==> src/rtl/tomasulo_pkg.sv <==
// Shared definitions for the instruction fetch front end.
// Provides word/instruction sizing constants, the default ROM size and the
// packed queue-entry type ({pc, instr}, 64 bits) used by the fetch queue.
package tomasulo_pkg;

    localparam int WORD_W            = 32;
    localparam int INSTR_BYTES       = 4;
    localparam int ROM_BYTES_DEFAULT = 100;
    localparam int ENTRY_W           = 64;

    typedef struct packed {
        logic [WORD_W-1:0] pc;
        logic [WORD_W-1:0] instr;
    } fetch_entry_t;

endpackage

==> src/rtl/instr_queue_fifo.sv <==
// Circular instruction queue: DEPTH entries of {pc, instr}.
// Ports:
//   clk, rst      - clock, asynchronous active-high reset (control state only)
//   push          - write wr_entry at the tail on the rising edge
//   pop           - advance the head on the rising edge (caller ensures non-empty)
//   flush         - empty the queue; overrides push and pop
//   wr_entry      - entry to enqueue
//   rd_entry      - entry currently at the head (meaningless when count == 0)
//   count         - current occupancy, 0..DEPTH
module instr_queue_fifo
    import tomasulo_pkg::*;
#(
    parameter  int DEPTH = 4,
    localparam int PTR_W = $clog2(DEPTH),
    localparam int CNT_W = PTR_W + 1
) (
    input  logic               clk,
    input  logic               rst,
    input  logic               push,
    input  logic               pop,
    input  logic               flush,
    input  fetch_entry_t       wr_entry,
    output fetch_entry_t       rd_entry,
    output logic [CNT_W-1:0]   count
);

    fetch_entry_t     mem_q [DEPTH];
    logic [PTR_W-1:0] wr_ptr_q, wr_ptr_d;
    logic [PTR_W-1:0] rd_ptr_q, rd_ptr_d;
    logic [CNT_W-1:0] count_q, count_d;

    // DEPTH is a power of two, so plain increment wraps the pointers.
    always_comb begin
        wr_ptr_d = wr_ptr_q;
        rd_ptr_d = rd_ptr_q;
        count_d  = count_q;
        if (flush) begin
            wr_ptr_d = '0;
            rd_ptr_d = '0;
            count_d  = '0;
        end else begin
            if (push) wr_ptr_d = wr_ptr_q + PTR_W'(1);
            if (pop)  rd_ptr_d = rd_ptr_q + PTR_W'(1);
            if (push && !pop)      count_d = count_q + CNT_W'(1);
            else if (pop && !push) count_d = count_q - CNT_W'(1);
        end
    end

    always_ff @(posedge clk or posedge rst) begin
        if (rst) begin
            wr_ptr_q <= '0;
            rd_ptr_q <= '0;
            count_q  <= '0;
        end else begin
            wr_ptr_q <= wr_ptr_d;
            rd_ptr_q <= rd_ptr_d;
            count_q  <= count_d;
        end
    end

    // Storage is not reset; stale slots are never visible because count gates validity.
    always_ff @(posedge clk) begin
        if (push && !flush) mem_q[wr_ptr_q] <= wr_entry;
    end

    assign rd_entry = mem_q[rd_ptr_q];
    assign count    = count_q;

endmodule

==> src/rtl/instr_fetch_queue.sv <==
// Instruction fetch unit: walks a PC through an instruction ROM and buffers
// fetched {pc, instr} pairs in a small queue for the issue stage.
// Ports:
//   clk, rst                   - clock, asynchronous active-high reset
//   romNrd, romAddr, romData   - ROM read strobe (active low), byte address (= PC),
//                                combinational big-endian instruction word
//   issueValid/Instr/Pc/Ready  - queue head handshake towards issue
//   redirectValid, redirectPc  - flush queue and restart fetch at redirectPc (word aligned)
//   fetchDone                  - PC is past the last full word of the ROM
//   queueCount                 - current queue occupancy
module instr_fetch_queue
    import tomasulo_pkg::*;
#(
    parameter  int                DEPTH     = 4,
    parameter  logic [WORD_W-1:0] PC_RESET  = 32'h0,
    parameter  int                ROM_BYTES = ROM_BYTES_DEFAULT,
    localparam int                CNT_W     = $clog2(DEPTH) + 1
) (
    input  logic              clk,
    input  logic              rst,
    output logic              romNrd,
    output logic [WORD_W-1:0] romAddr,
    input  logic [WORD_W-1:0] romData,
    output logic              issueValid,
    output logic [WORD_W-1:0] issueInstr,
    output logic [WORD_W-1:0] issuePc,
    input  logic              issueReady,
    input  logic              redirectValid,
    input  logic [WORD_W-1:0] redirectPc,
    output logic              fetchDone,
    output logic [CNT_W-1:0]  queueCount
);

    localparam logic [WORD_W-1:0] LAST_WORD_ADDR = WORD_W'(ROM_BYTES - INSTR_BYTES);

    logic [WORD_W-1:0] pc_q, pc_d;
    logic [CNT_W-1:0]  q_count;
    logic              fetch_en;
    logic              pop;
    logic              has_room;
    fetch_entry_t      push_entry;
    fetch_entry_t      head_entry;
    logic              unused_redirect_lsbs;

    assign fetchDone = pc_q > LAST_WORD_ADDR;
    assign has_room  = q_count < CNT_W'(DEPTH);

    // Redirect hides the head so nothing is consumed in the flush cycle.
    assign issueValid = (q_count != '0) && !redirectValid;
    assign pop        = issueValid && issueReady;

    // A full queue may still accept a word when the head leaves in the same cycle.
    assign fetch_en = !rst && !redirectValid && !fetchDone && (has_room || pop);

    assign romNrd  = !fetch_en;
    assign romAddr = pc_q;

    assign push_entry.pc    = pc_q;
    assign push_entry.instr = romData;

    always_comb begin
        pc_d = pc_q;
        if (redirectValid)  pc_d = {redirectPc[WORD_W-1:2], 2'b00};
        else if (fetch_en)  pc_d = pc_q + WORD_W'(INSTR_BYTES);
    end

    always_ff @(posedge clk or posedge rst) begin
        if (rst) pc_q <= PC_RESET;
        else     pc_q <= pc_d;
    end

    instr_queue_fifo #(
        .DEPTH (DEPTH)
    ) u_queue (
        .clk      (clk),
        .rst      (rst),
        .push     (fetch_en),
        .pop      (pop),
        .flush    (redirectValid),
        .wr_entry (push_entry),
        .rd_entry (head_entry),
        .count    (q_count)
    );

    assign issueInstr = head_entry.instr;
    assign issuePc    = head_entry.pc;
    assign queueCount = q_count;

    // Redirect targets are forced word-aligned; the low bits are intentionally dropped.
    assign unused_redirect_lsbs = ^redirectPc[1:0];

endmodule

==> config.mk <==
export PLATFORM = sky130hd
export DESIGN_NAME = instr_fetch_queue
export DESIGN_NICKNAME = d
export VERILOG_FILES = /design/src/rtl/tomasulo_pkg.sv /design/src/rtl/instr_queue_fifo.sv /design/src/rtl/instr_fetch_queue.sv
export SDC_FILE = /design/constraint.sdc
export NUM_CORES = 1
export LEC_CHECK = 0
export CAP_MARGIN = 20
export CELL_PAD_IN_SITES_DETAIL_PLACEMENT = 0
export CELL_PAD_IN_SITES_GLOBAL_PLACEMENT = 2
export CORE_MARGIN = 5
export CORE_UTILIZATION = 41
export DETAILED_ROUTE_END_ITERATION = 10
export MAX_ROUTING_LAYER = met4
export PLACE_DENSITY = 0.76
export SYNTH_ARGS = -nofsm -noshare
export SYNTH_HDL_FRONTEND = slang
export SYNTH_SLANG_ARGS = --single-unit
==> constraint.sdc <==
create_clock -name clk -period 5.7 [get_ports clk]
set_input_delay 1.14 -clock clk [delete_from_list [all_inputs] [get_ports clk]]
set_output_delay 1.14 -clock clk [all_outputs]
set_load 0.02 [all_outputs]
==> impl_results.md <==
* Status: complete, no violations
* Worst hold endpoint: u_queue.mem_q[3][41]$_DFFE_PP_
* Antenna Violating Nets Remaining at 0
* Seq/Total Area, Yosys at 77.7%
* Skew-Pair Late Insertion Delay at 0.53 ns
* Skew final at 0.00968 ns
* Hold Path Depth at 0
* Final WS setup at 0.981 ns
* Crit path launch type: input port
* Die area at 0.0296 sq mm
* Seq cells post-synth at 285
* Share of flip-flops with an asynchronous set or reset at 13.0%
* Sequential Power Share at 49.2%
* Cell variety after synth at 35
* R2R Path End: u_queue.count[1]$_DFFE_PP0P_
* DR WL/cell at 21.1 um
* Area of the core at 0.0260 sq mm
* Syn avg cell area at 22.3 sq um
* Setup Buffers After CTS at 0
* Cts bufs inserted at 30
* Num rows at 59
* YS warnings at 0
* Count of pins over their slew limit at 0
* Min-Delay Path Class: flop to flop
* Initial drt markers at 300
* Req. time, crit path at 4.56 ns
* Initial Util at 41.5%
* RSZ-0062 raised after global routing: false
* Via/cell ratio at 5.17
* Most common flop cell mapped by yosys: edfxtp_1
* Least-Margin Pin Slew at 0.996 ns
* WL final at 21700 um
* Hold_sp: romAddr[9]$_DFFE_PP0N_
* Worst-case clock buffer depth at 3
* Fillers at 2020
* Area grow syn2layout at 29.4%
* Dpl hpwl at 13200 um
* CP Class: input port to primary output
* Placer congestion estimate at 0.763
* Drt pass-1 iters at 4
* Pleak at 4.53 nW
* Period utilization at 82.8%
* Largest net degree at the start of global routing at 64
* CTS tree: done
* MaxCap Viol Count at 0
* Via count at 5316
* Worst r2r src: romAddr[30]$_DFFE_PP0N_
* DRC errors left at 0
* Nets at 744
* Maximum clock frequency at 212 MHz
* # clock sinks at 285
* Setup TNS at 0 ns
* Pre-CTS setup slack at 0.951 ns
* Diode count at 0
* GR Util All Layers at 15.1%
* Worst EP arrival at 3.58 ns
* CTS root buf: clkbuf_16
* I/O pin cnt at 170
* Vias in the first global route at 5815
* CP Capture Type: primary output
* Final Hold Fails at 0
* FF-to-FF path depth at 9
* Final Setup Violations at 0
* CP Max Fanout at 7
* Int Pwr at 3.82 mW
* Peak supply drop at 0.190 mV
* Relative slew slack at 33.6%
* Clock power frac at 43.1%
* Die width at 172 um
* Gates resized, CTS repair at 0
* Share of cells above drive strength 1 at 24.0%
* Hold Buf Count CTS at 0
* Htree depth at 1
* Grt total ovfl at 0
* # port buffers at 163
* Power Dens Cells at 345 mW/mm^2
* Clock Pin Slew Worst Setup and Hold Paths at 0.06 ns
* Tmin final at 4.72 ns
* Netlist Area Pre-Place at 0.0108 sq mm
* Worst R2R Setup Slack at 2.35 ns
* First-pass GRT wire length at 33600 um
* Sw frac at 20.8%
* Final hold slack at 0.577 ns
* Cells after synthesis at 483
* Initial antenna violation count at 0
* Net Switching at 1.00 mW
* Comb pwr share at 7.7%
* Die Y at 172 um
* Number of synthesized flops with an enable pin at 248
[synth_stat cells, types with 2 or more instances]
cell type	instances	area share (%)
nor2b_1	2	0.12
nor4_1	3	0.17
ha_1	6	0.70
mux4_2	63	13
nand2_1	6	0.21
inv_1	13	0.45
nor2_1	15	0.52
xor2_1	2	0.16
buf_2	6	0.28
dfrtp_1	37	8.6
nor4_2	5	0.58
edfxtp_1	248	69
o21ai_1	3	0.14
o21ai_0	3	0.14
mux2_2	27	2.8
mux2i_1	4	0.37
buf_4	4	0.28
nor3_1	4	0.19
xnor2_1	4	0.32
clkbuf_1	13	0.45
[critical path: stages]
cell,delay (ns)
clkdlybuf4s50_1,0.45
nor3_1,0.21
nand4_2,0.23
nor3_4,0.45
nand2b_1,0.42
clkdlybuf4s50_1,0.67
[through the flow]
step / power [mW] / util (%) / cells / area, sq um
2_1_floorplan: 2.59 / - / 486 / 10800
3_3_place_gp: 2.78 / 49.5 / 972 / 12900
3_5_place_dp: 2.79 / 49.5 / 972 / 12900
4_1_cts: 4.88 / 53.7 / 1028 / 14000
5_1_grt: 5.00 / 53.7 / 1028 / 14000
6_report: 4.82 / 53.7 / 1028 / 14000
[layer usage]
layer  share of wire, %  GRT usage, %  wire (um)
met1                 45          21.3       9710
met2                 48          23.7      10400
met3                5.9          2.47       1270
met4                1.5          3.11        331
met5                  0             -          0
[state kept, by name, summed over array words and instances, names as in the netlist]
register	count
u_queue.wr_ptr_q	2
u_queue.rd_ptr_q	2
romAddr	30
u_queue.count	3
u_queue.mem_q	248
[final cells by class]
class | count | area [sq um] | share of cell area [%]
clock buffer | 31 | 776 | 5.56
clock inverter | 25 | 313 | 2.24
inverter | 13 | 48.8 | 0.350
multi-input combinational | 165 | 2290 | 16.4
sequential | 285 | 8380 | 60.1
tap | 335 | 419 | 3.00
timing repair buffer | 174 | 1720 | 12.3
[power groups by stage]
stage          sequential (mW)  clock [mW]  combinational, mW
6_report                  2.37        2.08              0.369
3_3_place_gp              2.41           0              0.368
4_1_cts                   2.37        2.14              0.375
2_1_floorplan             2.41           0              0.179
5_1_grt                   2.38        2.23              0.392
3_5_place_dp              2.42           0              0.373
[placed cells by master, fill, tap and decap left out, types with 2 or more instances in the layout]
cell type and n:
clkinv_1 8, o21ai_1 3, xnor2_1 4, mux4_2 63, nor4_2 5, xor2_1 2, mux2_2 27, mux2i_1 4
clkinv_2 4, inv_1 12, edfxtp_1 248, clkdlybuf4s50_1 162, nor4_1 3, clkinvlp_4 4, nor2_1 11, nor3_1 4
nor2_4 4, clkinv_4 2, nand2_1 6, bufinv_16 7, o21ai_0 3, ha_1 6, nor2b_1 2, dfrtp_4 2
clkbuf_16 31, buf_4 10, dfrtp_1 35, conb_1 4
[how the worst max path moves through the flow]
| stage | slack, ns | to | cells past startpoint | startpoint |
|---|---|---|---|---|
| 5_1_grt | 0.81 | romNrd | 6 | rst |
| 6_report | 0.98 | romNrd | 6 | rst |
| 2_1_floorplan | 0.40 | u_queue.mem_q[0][0]$_DFFE_PP_ | 5 | rst |
| 4_1_cts | 0.93 | romNrd | 6 | rst |
| 3_3_place_gp | 0.98 | romNrd | 6 | rst |
| 3_5_place_dp | 0.95 | romNrd | 6 | rst |
[cells by family after synthesis]
family	after synthesis	share of synthesized area, %
fa+ha+maj	7	0.882
simple gates	42	2.36
compound gates	12	0.766
flops	285	77.7
buf+inv	36	1.46
mux	94	16.4
other cells	1	0.0348
xor+xnor	6	0.487
Note: power is estimated with default switching activity, not from simulation.
